File: src/rtl/fpu_result_to_fixed.sv
// rtl/fpu_result_to_fixed.sv - iterative custom-float to signed fixed-point converter
module fpu_result_to_fixed #(
  parameter int FRAC_BITS = 16
) (
  input  logic        clock,
  input  logic        reset,
  input  logic        in_valid,
  input  logic [31:0] in_data,
  input  logic [3:0]  in_status,
  output logic        in_ready,
  output logic        out_valid,
  input  logic        out_ready,
  output logic [31:0] out_fixed,
  output logic [2:0]  out_flags
);

  typedef enum logic [2:0] {
    S_IDLE,
    S_CLASSIFY,
    S_SHIFT,
    S_PACK,
    S_HOLD
  } state_t;

  // value = sig * 2^(e-56); scaled by 2^FRAC_BITS the shift amount is k
  localparam logic signed [7:0] K_OFFSET = 8'(56 - FRAC_BITS);

  state_t            state_q;
  logic              sign_q;
  logic [5:0]        exp_q;
  logic [3:0]        status_q;
  logic signed [7:0] k_q;
  logic [31:0]       mag_q;
  logic [4:0]        count_q;
  logic              left_q;
  logic              sticky_q;
  logic              sat_q;
  logic              in_ready_q;
  logic              out_valid_q;
  logic [31:0]       out_fixed_q;
  logic [2:0]        out_flags_q;

  logic signed [7:0] k_d;
  logic [4:0]        k_abs;
  logic [31:0]       fixed_d;
  logic [2:0]        flags_d;

  assign k_d   = $signed({2'b00, in_data[30:25]}) - K_OFFSET;
  // only consulted on the shifting path, where -26 < k <= 5
  assign k_abs = 5'(k_q[7] ? -k_q : k_q);

  // Final signed result and flags, captured in PACK
  always_comb begin
    fixed_d = 32'd0;
    if (sat_q) begin
      fixed_d = sign_q ? 32'h8000_0000 : 32'h7FFF_FFFF;
    end else begin
      // -0 naturally yields 0 here since mag is 0
      fixed_d = sign_q ? (32'd0 - mag_q) : mag_q;
    end
    flags_d = {sticky_q | status_q[1], sat_q, (fixed_d == 32'd0)};
  end

  // Conversion FSM: accept, classify, shift one bit per cycle, pack, hold
  always_ff @(posedge clock or negedge reset) begin
    if (!reset) begin
      state_q     <= S_IDLE;
      sign_q      <= 1'b0;
      exp_q       <= 6'd0;
      status_q    <= 4'd0;
      k_q         <= 8'sd0;
      mag_q       <= 32'd0;
      count_q     <= 5'd0;
      left_q      <= 1'b0;
      sticky_q    <= 1'b0;
      sat_q       <= 1'b0;
      in_ready_q  <= 1'b0;
      out_valid_q <= 1'b0;
      out_fixed_q <= 32'd0;
      out_flags_q <= 3'd0;
    end else begin
      case (state_q)
        S_IDLE: begin
          if (in_ready_q && in_valid) begin
            sign_q     <= in_data[31];
            exp_q      <= in_data[30:25];
            mag_q      <= {6'd0, 1'b1, in_data[24:0]};
            status_q   <= in_status;
            k_q        <= k_d;
            in_ready_q <= 1'b0;
            state_q    <= S_CLASSIFY;
          end else begin
            in_ready_q <= 1'b1;
          end
        end
        S_CLASSIFY: begin
          sticky_q <= 1'b0;
          sat_q    <= 1'b0;
          count_q  <= k_abs;
          left_q   <= ~k_q[7];
          if (exp_q == 6'd0 || status_q[0]) begin
            mag_q   <= 32'd0;
            state_q <= S_PACK;
          end else if (exp_q == 6'h3F || status_q[3] || k_q > 8'sd5) begin
            mag_q   <= 32'd0;
            sat_q   <= 1'b1;
            state_q <= S_PACK;
          end else if (status_q[2] || k_q <= -8'sd26) begin
            mag_q    <= 32'd0;
            sticky_q <= 1'b1;
            state_q  <= S_PACK;
          end else if (k_q == 8'sd0) begin
            state_q <= S_PACK;
          end else begin
            state_q <= S_SHIFT;
          end
        end
        S_SHIFT: begin
          if (left_q) begin
            mag_q <= {mag_q[30:0], 1'b0};
          end else begin
            mag_q    <= {1'b0, mag_q[31:1]};
            sticky_q <= sticky_q | mag_q[0];
          end
          count_q <= count_q - 5'd1;
          if (count_q == 5'd1) begin
            state_q <= S_PACK;
          end
        end
        S_PACK: begin
          out_fixed_q <= fixed_d;
          out_flags_q <= flags_d;
          out_valid_q <= 1'b1;
          state_q     <= S_HOLD;
        end
        S_HOLD: begin
          if (out_ready) begin
            out_valid_q <= 1'b0;
            in_ready_q  <= 1'b1;
            state_q     <= S_IDLE;
          end
        end
        default: begin
          state_q <= S_IDLE;
        end
      endcase
    end
  end

  assign in_ready  = in_ready_q;
  assign out_valid = out_valid_q;
  assign out_fixed = out_fixed_q;
  assign out_flags = out_flags_q;

endmodule
File: config.mk
export PLATFORM = sky130hd
export DESIGN_NAME = fpu_result_to_fixed
export DESIGN_NICKNAME = d
export VERILOG_FILES = /design/src/rtl/fpu_result_to_fixed.sv
export SDC_FILE = /design/constraint.sdc
export NUM_CORES = 1
export LEC_CHECK = 0
export ABC_AREA = 1
export BUFFER_PORTS_ARGS = -buffer_cell sky130_fd_sc_hd__buf_2
export CAP_MARGIN = 20
export CORE_MARGIN = 2
export CORE_UTILIZATION = 46
export CTS_CLUSTER_SIZE = 20
export DETAILED_ROUTE_END_ITERATION = 10
export PLACE_DENSITY = 0.66
export SETUP_SLACK_MARGIN = 0.15
export SLEW_MARGIN = 30
export SYNTH_ARGS = -nofsm -noshare
export SYNTH_HDL_FRONTEND = slang
export SYNTH_SLANG_ARGS = --single-unit
File: constraint.sdc
create_clock -name clock -period 2.6 [get_ports clock]
set_input_delay 0.65 -clock clock [delete_from_list [all_inputs] [get_ports clock]]
set_output_delay 0.65 -clock clock [all_outputs]
set_load 0.05 [all_outputs]
# --- After elaboration in Yosys (flattened, before gate mapping) ---
# Cells that the tools add are included.
word_totals:
  register_bits: 98
  output_inout_bits: 37
classes:
  addsub: 4
  magnitude_cmp: 2
  n_eq_ne: 11
  n_mux: 31
  bitwise_logic: 3
  reduce_logical: 19
op_table:
  columns: ["op", "n"]
  rows:
  - ["32-bit 2-to-1 mux", 8]
  - ["32-bit one-hot mux with 3 select lines", 1]
  - ["32-bit logical NOT", 1]
  - ["1-bit by 32-bit subtractor with 32-bit output (first input constant)", 1]
  - ["3-bit one-hot mux with 5 select lines", 1]
  - ["1-bit 2-to-1 mux", 13]
  - ["5-bit one-hot mux with 2 select lines", 1]
  - ["3-bit 2-to-1 mux", 3]
  - ["8-bit logical NOT", 1]
  - ["2-bit inequality test (second input constant)", 4]
  - ["2-bit AND reduction", 4]
  - ["7-bit by 4-bit greater-than comparator with 1-bit output (second input constant)", 1]
  - ["7-bit by 6-bit <= comparator with 1-bit output (second input constant)", 1]
  - ["6-bit by 6-bit subtractor with 7-bit output (second input constant)", 1]
  - ["3-bit by 2-bit equality test with 1-bit output (second input constant)", 2]
  - ["6-bit equality test (second input constant)", 1]
  - ["6-bit logical NOT", 1]
  - ["1-bit one-hot mux with 2 select lines", 3]
  - ["3-bit AND reduction", 2]
  - ["2-bit nonzero test", 3]
  - ["5-bit by 1-bit equality test with 1-bit output (second input constant)", 1]
  - ["5-bit 2-to-1 mux", 1]
  - ["5-bit negator", 1]
  - ["5-bit by 1-bit subtractor with 5-bit output (second input constant)", 1]
  - ["other kinds (9)", 13]

# --- Depth between registers and ports, before layout ---
# Gate-level depths: netlist of the first run.
logic_depth:
  depth_word: 6
  mapped_depth: 16
  mapped_depth_nobuf: 16

# --- Worst setup path before layout of the first run ---
# Ideal clock, no wire load.
synth_path:
  path_kind: "register -> register"
  start: "register exp_q[1]"
  end: "register mag_q[10]"
  setup_time_ns: 0.077
  arrival_time_ns: 1.788
  required_ns: 2.523
  slack_ns: 0.735
  path_stages_with_launch: 15
  period_less_slack_ns: 1.865
  path_cell_list: "dfrtp_1 -> inv_1 -> ha_1 -> inv_1 -> nor2_1 -> nand3_1 -> o21ai_1 -> inv_1 -> nand2_1 -> nor2_2 -> nand2_1 -> nand3_2 -> buf_6 -> buf_4 -> a21oi_1"
synth_via:
  elab_chain_cells: 6
  word_cells_on_any_way: 10
  cone_classes: "2 x eq/ne; 3 x mux; 5 x reduce/logical"
synth_rtl:
  columns: ["item", "line", "source"]
  rows:
  - ["from (decl)", "30", "logic [5:0] exp_q;"]
  - ["from (signal assigned)", "86", "exp_q <= in_data[30:25];"]
  - ["6-bit equality test", "104", "end else if (exp_q == 6'h3F || status_q[3] || k_q > 8'sd5) begin"]
  - ["1-bit logical OR (2 in series)", "104", null]
  - ["32-bit 2-to-1 mux", "104", null]
  - ["32-bit 2-to-1 mux", "101", "if (exp_q == 6'd0 || status_q[0]) begin"]
  - ["32-bit one-hot mux with 3 select lines", "82", "case (state_q)"]
  - ["to (signal assigned)", "87", "mag_q <= {6'd0, 1'b1, in_data[24:0]};"]
  - ["to (signal assigned)", "120", "mag_q <= {mag_q[30:0], 1'b0};"]
  - ["to (signal assigned)", "122", "mag_q <= {1'b0, mag_q[31:1]};"]
  - ["to (decl)", "33", "logic [31:0] mag_q;"]
# Several ways; a longest one is shown, not always the timed one.
# A chain may end at the register's enable or synchronous reset.

# --- Final worst setup path of the first run ---
layout_path:
  start: "register exp_q[0]"
  end: "register mag_q[12]"
# Same word-level chain as after synthesis.

==> results of run 1 <==
## power groups by stage
stage / Sequential [uW] / Clock (uW) / Combinational, uW
6_report: 2990 / 1300 / 6230
5_1_grt: 3100 / 1370 / 7010
4_1_cts: 2970 / 1320 / 6240
3_5_place_dp: 2990 / 0 / 6210
3_3_place_gp: 2980 / 0 / 6170
2_1_floorplan: 3660 / 0 / 3980
## cells in the mapped netlist, drive strengths merged, types with 2 or more instances
cell type,count
o21ai,105
clkinv,2
dfrtp,95
nand3b,7
a31oi,19
o31ai,3
nand4,15
nand3,78
ha,8
nor3,9
buf,26
nand2,210
o22ai,3
nor2,147
inv,74
xor2,4
a21oi,34
clkbuf,17
## routing by layer
layer | global-route usage | vias up | part of all wire
met5 | 0 | - | 0
met1 | 0.3775 | 2705 | 0.50
met4 | 0.08133 | 0 | 0.018
met3 | 0.03453 | 24 | 0.059
met2 | 0.3662 | 184 | 0.42
li1 | - | 2955 | -
## critical path: cells and delay by family (launching register included)
| kind | cells | cell delay (ns) |
|---|---|---|
| adders and majority gates | 1 | 0.21 |
| buffers and inverters | 3 | 0.43 |
| DFF | 1 | 0.39 |
| and+or+nand+nor | 5 | 0.41 |
| AOI/OAI and AO/OA | 3 | 0.56 |
## worst max-delay path by stage
| stage | endpoint | slack, ns | startpoint |
|---|---|---|---|
| after floorplan | mag_q[10]$_DFFE_PN0P_ | 0.73 | exp_q[1]$_DFFE_PN0P_ |
| after global placement | mag_q[12]$_DFFE_PN0P_ | 0.49 | exp_q[1]$_DFFE_PN0P_ |
| after detailed placement | mag_q[12]$_DFFE_PN0P_ | 0.51 | exp_q[1]$_DFFE_PN0P_ |
| after CTS | mag_q[12]$_DFFE_PN0P_ | 0.49 | exp_q[1]$_DFFE_PN0P_ |
| after global routing | mag_q[13]$_DFFE_PN0P_ | 0.24 | exp_q[1]$_DFFE_PN0P_ |
| final | mag_q[12]$_DFFE_PN0P_ | 0.48 | exp_q[0]$_DFFE_PN0P_ |
## cell usage in the layout (no fill, tap or decap), types with 2 or more instances in the layout
cell type,instances
nand2_2,4
nor3_2,3
clkbuf_8,3
o21ai_0,82
inv_1,61
inv_2,13
buf_4,14
o21ai_1,22
buf_2,75
ha_1,8
nor2_2,5
a31oi_1,19
nor3_1,6
dfrtp_1,95
nand3b_1,7
xor2_1,4
nand3_1,76
a21oi_1,34
nand3_2,2
clkinv_1,2
nand4_1,15
nand2_1,206
nor2_1,142
buf_12,3
clkbuf_1,2
clkbuf_16,9
o31ai_1,3
o22ai_1,3
## per-stage QoR
step / hold WS, ns / setup slack [ns] / instances / power (uW)
2_1_floorplan: 0.3544 / 0.7348 / 864 / 7644
6_report: 0.3453 / 0.4820 / 1101 / 10520
3_3_place_gp: 0.4595 / 0.4902 / 1085 / 9157
4_1_cts: 0.3771 / 0.4858 / 1101 / 10520
3_5_place_dp: 0.4581 / 0.5136 / 1085 / 9200
5_1_grt: 0.4099 / 0.2373 / 1101 / 11470
## state kept, by name, indices dropped and copies added (netlist names)
name	count
in_ready	1
k_q	4
sign_q	1
state_q	3
sticky_q	1
left_q	1
mag_q	32
out_flags	3
out_fixed	32
status_q	4
sat_q	1
out_valid	1
exp_q	6
count_q	5
## cells by family (layout without fill, tap and decap cells)
logic type | Yosys count | after routing | synth area share
compound gates | 170 | 170 | 0.1534
xor+xnor | 5 | 5 | 0.007407
fa+ha+maj | 8 | 8 | 0.01693
buf+inv | 119 | 184 | 0.08677
flops | 95 | 95 | 0.4021
simple gates | 467 | 467 | 0.3333
## layout make-up
type	count	area (um^2)
Multi-Input combinational cell	650	3027
Fill cell	1293	5836
Sequential cell	95	2377
Clock inverter	2	13.76
Inverter	76	285.3
Clock buffer	14	274.0
Tap cell	172	215.2
Timing Repair Buffer	92	540.5
==> results by group, run 1 <==
STA
  • Final Hold Fails: 0
  • Slew headroom: 0.5134
  • Worst-Margin Slew: 0.7299 ns
  • RSZ-0062 raised after global routing: false
  • Final period util: 0.8146
  • Setup TNS: 0 ns
  • Slew Limit Fails: 0
  • Final Skew: 0.009693 ns
  • # setup viols final: 0
  • Max Freq: between 400 and 500 MHz
  • Tmin final: approximately 2.1 ns

Worst setup path
  • Critical path peak fanout: 58
  • WP data required: about 2.9 ns
  • Reg2reg end: mag_q[12]$_DFFE_PN0P_
  • Crit end category: flop
  • Register-to-register path setup slack: about 0.48 ns
  • Worst EP arrival: roughly 2.4 ns
  • CP max stage delay: a little under 0.4 ns
  • WS Path Type: flop to flop
  • CP startpoint kind: flop
  • Reg2reg start: exp_q[0]$_DFFE_PN0P_
  • Critical Path, Cell by Cell: inv_1, ha_1, o31ai_1, nand2_1, a21oi_1, inv_1, nor2_2, nand2_1, nand3_2, buf_12, nor2_1, a21oi_1
  • FF-to-FF path depth: 12
  • CP max stage cell: dfrtp_1

Clock network
  • CTS Buf Count: 9
  • Hold bufs inserted after CTS: 0
  • Post-CTS Setup Bufs: 0
  • CTS resizes: 0
  • # H-tree levels: 3
  • Clock transition at path regs: 0.07 ns
  • Clk sink count: 95
  • Clock Tree Root: clkbuf_16
  • CTS Buffer Depth: 2
  • CTS tree: done
  • Worst-Skew Late Latency: 0.36 ns

Min path
  • Hold Path Class: input port to asynchronous set/reset pin

Synth
  • Mapped Nets: 912
  • Synth Warn #: 0
  • #FFs+latches synth: 95
  • Post-synth top flop: dfrtp_1
  • Synth area leaders: dfrtp_1 40%, nand2_1 13%, nor2_1 9.0%, o21ai_0 6.9%, nand3_1 6.4%
  • Post-synth ARST share: 1.000
  • Register area share after synthesis: 0.4021
  • Synth area leader: dfrtp_1
  • Syn_area_per_cell: about 6.8 um^2
  • Post-synth cell types: 36
  • Mapped Cells: around 860
  • Post-synth EDFFs: 0
  • Synth top area share: 0.4021
  • Cell Area, Synth: between 5000 and 6000 um^2

GRT
  • Grt total ovfl: 0
  • First-pass GRT wire length: approximately 28000 um
  • Total track usage: 0.2491
  • Pin count of the biggest net entering global routing: 59
  • Initial antenna violation count: 0
  • Vias in the first global route: approximately 5400

Drt
  • Vias: just under 6000
  • First-pass DRT Iterations: 5
  • DRC viols: 0
  • Initial DRC count: around 430
  • Vias per inst: 5.330
  • Post-DRT Antenna Nets: 0
  • WL per Instance: roughly 15 um
  • Final WL: around 17000 um

Power and ir drop
  • Worst vdd ir: roughly 670 uV
  • Psw: between 5000 and 6000 uW
  • Part of the power in registers: 0.284
  • Combinational share of power: 0.592
  • Clock power frac: 0.123
  • Leakage power: ~0.0033 uW
  • Sw frac: 0.5418
  • Power Internal: a little under 5000 uW
  • Pwr per Cell Area: ~1600 nW/um^2

Finish
  • Layout Nets: a little under 1000
  • Final Util: 0.5357
  • Area Overhead vs Synth: 13.88%
  • Finished Cell Area: a little under 7000 um^2
  • Layout cells sized above 1: 0.1464
  • ANT cells: 0

Placed design
  • Final HPWL DP: approximately 12000 um
  • I/O Buffers: 76
  • Cell Area, Placed: 6445 um^2
  • GPL Wtd Cong: about 0.9

Die
  • DIE AREA: approximately 14000 um^2
  • CORE AREA: between 10000 and 15000 um^2
  • Die Y: 117.4 um
  • Die width: between 100 and 150 um
  • # IOs: slightly below 80
  • Row count: 41
  • Starting Density: 0.4704

Outcome
  • Status: complete, no violations

Flow run
  • MaxCap Viol Count: 0
No activity file was read; power rests on OpenSTA's default activity.
==> run 2, diff against run 1 <==
--- a/config.mk
+++ b/config.mk
@@ -12,7 +12,7 @@
 export CORE_UTILIZATION = 46
 export CTS_CLUSTER_SIZE = 20
 export DETAILED_ROUTE_END_ITERATION = 10
-export PLACE_DENSITY = 0.66
+export PLACE_DENSITY = 0.68
 export SETUP_SLACK_MARGIN = 0.15
 export SLEW_MARGIN = 30
 export SYNTH_ARGS = -nofsm -noshare
==> constraint.sdc (replaced) <==
create_clock -name clock -period 1.9 [get_ports clock]
set_input_delay 0.475 -clock clock [delete_from_list [all_inputs] [get_ports clock]]
set_output_delay 0.475 -clock clock [all_outputs]
set_load 0.05 [all_outputs]
==> run 2 against run 1 <==
Against the previous run: the run now ends with negative setup slack left; core utilization up 11 points; die area is the same; critical path type unchanged; wire length up 12%; global-route usage increased by 1.9 points; non-clock buffer count grew 90; sequential share of layout area fell by 5.8 points; critical path depth grew 3; clock skew shrank 0.0011 ns; setup slack got worse by 0.65 ns.
==> results by group, run 2 (synthesis gave the netlist of run 1 again) <==
STA
  • RSZ-0062 raised after global routing: true
  • Tmin final: 2.066 ns (-0.05243 ns)
  • Setup ws final: -0.1656 ns (-0.6476 ns)
  • Final Skew: 0.008618 ns (-0.001074 ns)
  • Slew headroom: 0.6577 (+0.1443)
  • Worst-Margin Slew: 0.5091 ns (-0.2208 ns)
  • Max Freq: 484.1 MHz (+2.5%)
  • # setup viols final: 35 (+35)
  • Slew Limit Fails: 0 (unchanged)
  • Final Hold Fails: 0 (unchanged)
  • Final period util: 1.087 (+0.2725)

GRT
  • Grt total ovfl: 0 (unchanged)
  • Pin count of the biggest net entering global routing: 39 (-34%)
  • Vias in the first global route: 5908 (+9.8%)
  • First-pass GRT wire length: 29710 um (+7.2%)
  • Total track usage: 0.2679 (+0.01881)
  • Initial antenna violation count: 0 (unchanged)

Finish
  • Area Overhead vs Synth: 36.38%
  • Final Util: 0.6415 (+0.1058)
  • Finished Cell Area: 8063 um^2 (+20%)
  • Layout Nets: 1062 (+9.3%)
  • Layout cells sized above 1: 0.3121 (+0.1657)
  • Commonest cells after routing, fill and taps aside: 195 x nand2_1, 106 x nor2_1, 92 x dfrtp_1
  • Most common cell after layout, fill and taps aside: nand2_1
  • ANT cells: 0 (unchanged)

Worst setup path
  • Worst Setup SP: exp_q[0]$_DFFE_PN0P_
  • Worst path top cell family by delay: simple AND/OR/NAND/NOR gates
  • Number of cells on the critical path: 15 (+3)
  • Crit end category: flop
  • CP startpoint kind: flop
  • WP data required: 2.15 ns (-0.73 ns)
  • Reg2reg start: exp_q[0]$_DFFE_PN0P_
  • Worst EP arrival: 2.32 ns (-0.07 ns)
  • Critical Path, Cell by Cell: inv_2, ha_4, inv_2, nor2_4, nand3_2, o21ai_1, inv_1, nand2_1, nor2_2, nand2_2, nand3_4, buf_6, buf_12, nor2_4, a21oi_2
  • Critical path peak fanout: 6 (-90%)
  • WP buf/inv: 5 (+2)
  • WS Path Type: flop to flop
  • FF-to-FF path depth: 15 (+3)
  • CP max stage delay: 0.44 ns (+0.05 ns)
  • Reg2reg end: mag_q[14]$_DFFE_PN0P_
  • Register-to-register path setup slack: -0.17 ns (-0.65 ns)
  • CP max stage cell: dfrtp_2

Clock network
  • Hold bufs inserted after CTS: 0 (unchanged)
  • Clock Tree Root: clkbuf_16
  • Clock transition at path regs: 0.07 ns (about the same)
  • Worst-Skew Late Latency: 0.36 ns (about the same)
  • CTS tree: done
  • CTS Buffer Depth: 2 (unchanged)
  • Clk sink count: 95 (unchanged)
  • # H-tree levels: 3 (unchanged)
  • CTS Buf Count: 9 (unchanged)

Die
  • Die width: 117.4 um (unchanged)
  • DIE AREA: 13770 um^2 (unchanged)
  • CORE AREA: 12570 um^2 (unchanged)
  • Row count: 41 (unchanged)
  • Starting Density: 0.4704 (unchanged)
  • Die Y: 117.4 um (unchanged)
  • # IOs: 77 (unchanged)

Outcome
  • Status: complete, but fails checks
  • Failing checks: negative setup slack

Placed design
  • Cell Area, Placed: 7008 um^2 (+8.7%)
  • I/O Buffers: 76 (unchanged)
  • Final HPWL DP: 12610 um (+2.8%)
  • GPL Wtd Cong: 0.9466 (+3.3%)

Flow run
  • MaxCap Viol Count: 0 (unchanged)

Drt
  • Final WL: 18580 um (+12%)
  • DRC viols: 0 (unchanged)
  • Initial DRC count: 699 (+61%)
  • Vias: 6384 (+8.8%)
  • WL per Instance: 15.60 um (+3.4%)
  • Vias per inst: 5.360 (+0.57%)
  • First-pass DRT Iterations: 7 (+2)
  • Post-DRT Antenna Nets: 0 (unchanged)

Min path
  • Hold Path Class: input port to asynchronous set/reset pin
-- run 2: final cells by class --
class	count	area, um^2
Sequential cell	95	2381
Multi-Input combinational cell	650	3450
Tap cell	172	215.2
Fill cell	1113	4506
Inverter	76	295.3
Clock buffer	11	242.7
Clock inverter	5	57.56
Timing Repair Buffer	182	1421
-- run 2: worst max-delay path by stage --
stage | endpoint | slack, ns
after floorplan | mag_q[28]$_DFFE_PN0P_ | 0.14
after global placement | out_flags[0]$_DFFE_PN0P_ | -0.02
after detailed placement | out_flags[0]$_DFFE_PN0P_ | -0.10
after CTS | mag_q[8]$_DFFE_PN0P_ | -0.06
after global routing | mag_q[14]$_DFFE_PN0P_ | -0.27
final | mag_q[14]$_DFFE_PN0P_ | -0.17
-- run 2: layer usage --
layer	wire [um]	GRT usage	part of all wire
met4	482	0.1039	0.026
met5	0	0	0
met3	1443	0.05691	0.078
met1	8277	0.3866	0.45
met2	8376	0.3936	0.45
-- run 2: what timing repair did --
action,CTS,global route
pin swaps,9,20
setup endpoints to repair,48,58
buffers inserted,16,3
cloned,3,3
gates resized for setup,60,68
-- run 2: worst reg2reg max path, cell delays in order, from the launching register on --
cell     delay (ns)
dfrtp_2        0.44
inv_2          0.14
ha_4           0.15
inv_2          0.04
nor2_4         0.12
nand3_2        0.07
o21ai_1        0.12
inv_1          0.07
nand2_1        0.07
nor2_2         0.05
nand2_2        0.08
nand3_4        0.11
buf_6          0.17
buf_12         0.14
nor2_4         0.13
a21oi_2        0.05
-- run 2: per-stage QoR --
step / worst slack [ns] / setup TNS [ns] / cells / hold WS [ns]
after floorplan: 0.1382 / 0 / 864 / 0.1794
after global placement: -0.02487 / -0.3016 / 1150 / 0.4448
after detailed placement: -0.1002 / -1.660 / 1150 / 0.4462
after CTS: -0.06356 / -1.247 / 1185 / 0.06933
after global routing: -0.2670 / -8.095 / 1191 / 0.08147
final: -0.1656 / -3.887 / 1191 / 0.05043
Power of run 2 is left out: the tool's default activity adds up to more than one toggle a clock period on the data nets, which glitch-free logic cannot reach.
==> run 3, diff against run 2 <==
--- a/config.mk
+++ b/config.mk
@@ -9,10 +9,11 @@
 export BUFFER_PORTS_ARGS = -buffer_cell sky130_fd_sc_hd__buf_2
 export CAP_MARGIN = 20
 export CORE_MARGIN = 2
-export CORE_UTILIZATION = 46
+export CORE_UTILIZATION = 50
 export CTS_CLUSTER_SIZE = 20
 export DETAILED_ROUTE_END_ITERATION = 10
-export PLACE_DENSITY = 0.68
+export GPL_TIMING_DRIVEN = 0
+export PLACE_DENSITY = 0.73
 export SETUP_SLACK_MARGIN = 0.15
 export SLEW_MARGIN = 30
 export SYNTH_ARGS = -nofsm -noshare
==> run 3 against run 2 <==
Against the previous run: the flow finishes with violations (negative hold slack, negative setup slack); maximum frequency shrank 3.0%; die area shrank 7.7%; via count grew 1.9%; highest routed layer unchanged; wire length grew 2.5%; clock skew grew 0.0029 ns; critical path type unchanged; final area shrank 3.0%.
==> results by group, run 3 (synthesis gave the netlist of run 1 again) <==
Outcome
  • Status: complete, but fails checks
  • Failing checks: negative hold slack, negative setup slack

Drt
  • DRC viols: 0 (unchanged)
  • First-pass DRT Iterations: 5 (-2)
  • Final WL: 19040 um (+2.5%)
  • Vias: 6507 (+1.9%)
  • Met2 wire length: 8734 um (+4.3%)
  • Post-DRT Antenna Nets: 0 (unchanged)
  • Vias per inst: 5.703 (+6.4%)
  • Met1 WL: 8491 um (+2.6%)
  • Max layer used: met4
  • Initial DRC count: 686 (-1.9%)
  • WL per Instance: 16.69 um (+7.0%)
  • Metal3 WL: 1354 um (-6.2%)

Clock network
  • CTS tree: done
  • # H-tree levels: 3 (unchanged)
  • Clock Tree Root: clkbuf_16
  • Clock transition at path regs: 0.07 ns (about the same)
  • CTS Buffer Depth: 2 (unchanged)
  • Clk sink count: 95 (unchanged)
  • CTS Buf Count: 9 (unchanged)
  • Worst-Skew Late Latency: 0.36 ns (about the same)

Finish
  • Final Util: 0.6817 (+0.04021)
  • Area Overhead vs Synth: 32.23%
  • Finished Cell Area: 7818 um^2 (-3.0%)
  • Commonest cells after routing, fill and taps aside: 184 x nand2_1, 114 x nor2_1, 83 x buf_2
  • Area of the multi-input gates: 3521 um^2 (+2.1%)
  • Most common cell after layout, fill and taps aside: nand2_1
  • Layout cells sized above 1: 0.3116 (-0.0004474)
  • Fillcell total: 959 (-14%)
  • ANT cells: 0 (unchanged)
  • Layout Nets: 1041 (-2.0%)
  • Register Area: 2394 um^2 (+0.53%)

Die
  • CORE AREA: 11470 um^2 (-8.8%)
  • Die width: 112.7 um (-3.9%)
  • # IOs: 77 (unchanged)
  • Starting Density: 0.5155 (+0.04517)
  • DIE AREA: 12710 um^2 (-7.7%)
  • Die Y: 112.7 um (-3.9%)
  • Row count: 39 (-4.9%)

STA
  • Hold slack: -0.006231 ns (-0.05666 ns)
  • Final Skew: 0.01148 ns (+0.002861 ns)
  • Slew Limit Fails: 0 (unchanged)
  • # setup viols final: 34 (-2.9%)
  • Worst-Margin Slew: 0.4709 ns (-0.03818 ns)
  • Final period util: 1.121 (+0.03401)
  • RSZ-0062 raised after global routing: true
  • Max Freq: 469.4 MHz (-3.0%)
  • Tmin final: 2.130 ns (+0.06462 ns)
  • Setup TNS: -6.449 ns (-2.562 ns)
  • Final Hold Fails: 2 (+2)
  • Slew headroom: 0.6860 (+0.02835)
  • Setup ws final: -0.2302 ns (-0.06462 ns)

GRT
  • Grt total ovfl: 0 (unchanged)
  • Vias in the first global route: 5994 (+1.5%)
  • Total track usage: 0.2948 (+0.02688)
  • Initial antenna violation count: 0 (unchanged)
  • Pin count of the biggest net entering global routing: 65 (+67%)
  • First-pass GRT wire length: 30060 um (+1.2%)

Placed design
  • Cell Area, Placed: 6534 um^2 (-6.8%)
  • Final HPWL DP: 13110 um (+4.0%)
  • GPL Wtd Cong: 0.9664 (+2.1%)
  • I/O Buffers: 76 (unchanged)

Worst setup path
  • CP startpoint kind: flop
  • Worst EP arrival: 2.37 ns (+0.05 ns)
  • Critical path peak fanout: 7 (+1)
  • Reg2reg start: exp_q[1]$_DFFE_PN0P_
  • Worst Setup SP: exp_q[1]$_DFFE_PN0P_
  • WS Path Type: flop to flop
  • Crit end category: flop
  • WP data required: 2.14 ns (about the same)

Flow run
  • MaxCap Viol Count: 0 (unchanged)

Min path
  • Hold Path Class: input port to asynchronous set/reset pin
-- run 3: cell type report --
| type | instances | area share |
|---|---|---|
| clock buffer | 10 | 0.03057 |
| multi-input combinational | 650 | 0.4504 |
| buffer | 43 | 0.03825 |
| timing repair buffer | 118 | 0.1048 |
| tap | 143 | 0.02289 |
| sequential | 95 | 0.3062 |
| inverter | 76 | 0.03793 |
| clock inverter | 6 | 0.008963 |
-- run 3: critical path, cell delays in order, from the launching register on --
cell       delay (ns)
dfrtp_2          0.45
buf_6            0.13
ha_4             0.15
o31ai_4          0.18
nand2_1          0.10
a21oi_1          0.15
inv_1            0.09
nor2_2           0.14
nand2_2          0.09
nand3_4          0.14
buf_12           0.18
clkbuf_16        0.16
a21oi_2          0.05
-- run 3: per-layer routing --
layer  track usage  vias up
met2        0.4567      328
met5             0        -
met1        0.4238     3033
met3       0.04767       38
li1              -     3108
met4       0.09919        0
-- run 3: stage by stage --
| step | setup slack (ns) | cells | hold slack [ns] |
|---|---|---|---|
| after floorplan | 0.1382 | 864 | 0.1794 |
| after global placement | -0.6210 | 1083 | 0.4594 |
| after detailed placement | -0.3060 | 1084 | 0.3789 |
| after CTS | -0.1047 | 1125 | 0.007973 |
| after global routing | -0.3015 | 1141 | 0.01978 |
| final | -0.2302 | 1141 | -0.006231 |
-- run 3: final timing paths --
kind                                             to  slack, ns  depth (start not counted)
max in group asynchronous         sat_q$_DFFE_PN0P_       1.27                          2
min in group clock          status_q[3]$_DFFE_PN0P_       0.31                          3
max                           mag_q[17]$_DFFE_PN0P_      -0.23                         12
min                            mag_q[7]$_DFFE_PN0P_     -0.006                          1
min reg2reg                out_fixed[6]$_DFFE_PN0P_       0.48                          2
max reg2reg                   mag_q[17]$_DFFE_PN0P_      -0.23                         12
-- run 3: timing repair --
action | 4_1_cts | 5_1_grt
setup buffers | 23 | 14
resized for setup | 65 | 131
gates cloned | 2 | 2
pin swaps | 10 | 38
setup endpoints to repair | 70 | 86
endpoints found under the hold margin | 0 | 0
hold buffers | 0 | 0
Power of run 3 is left out for the same reason.
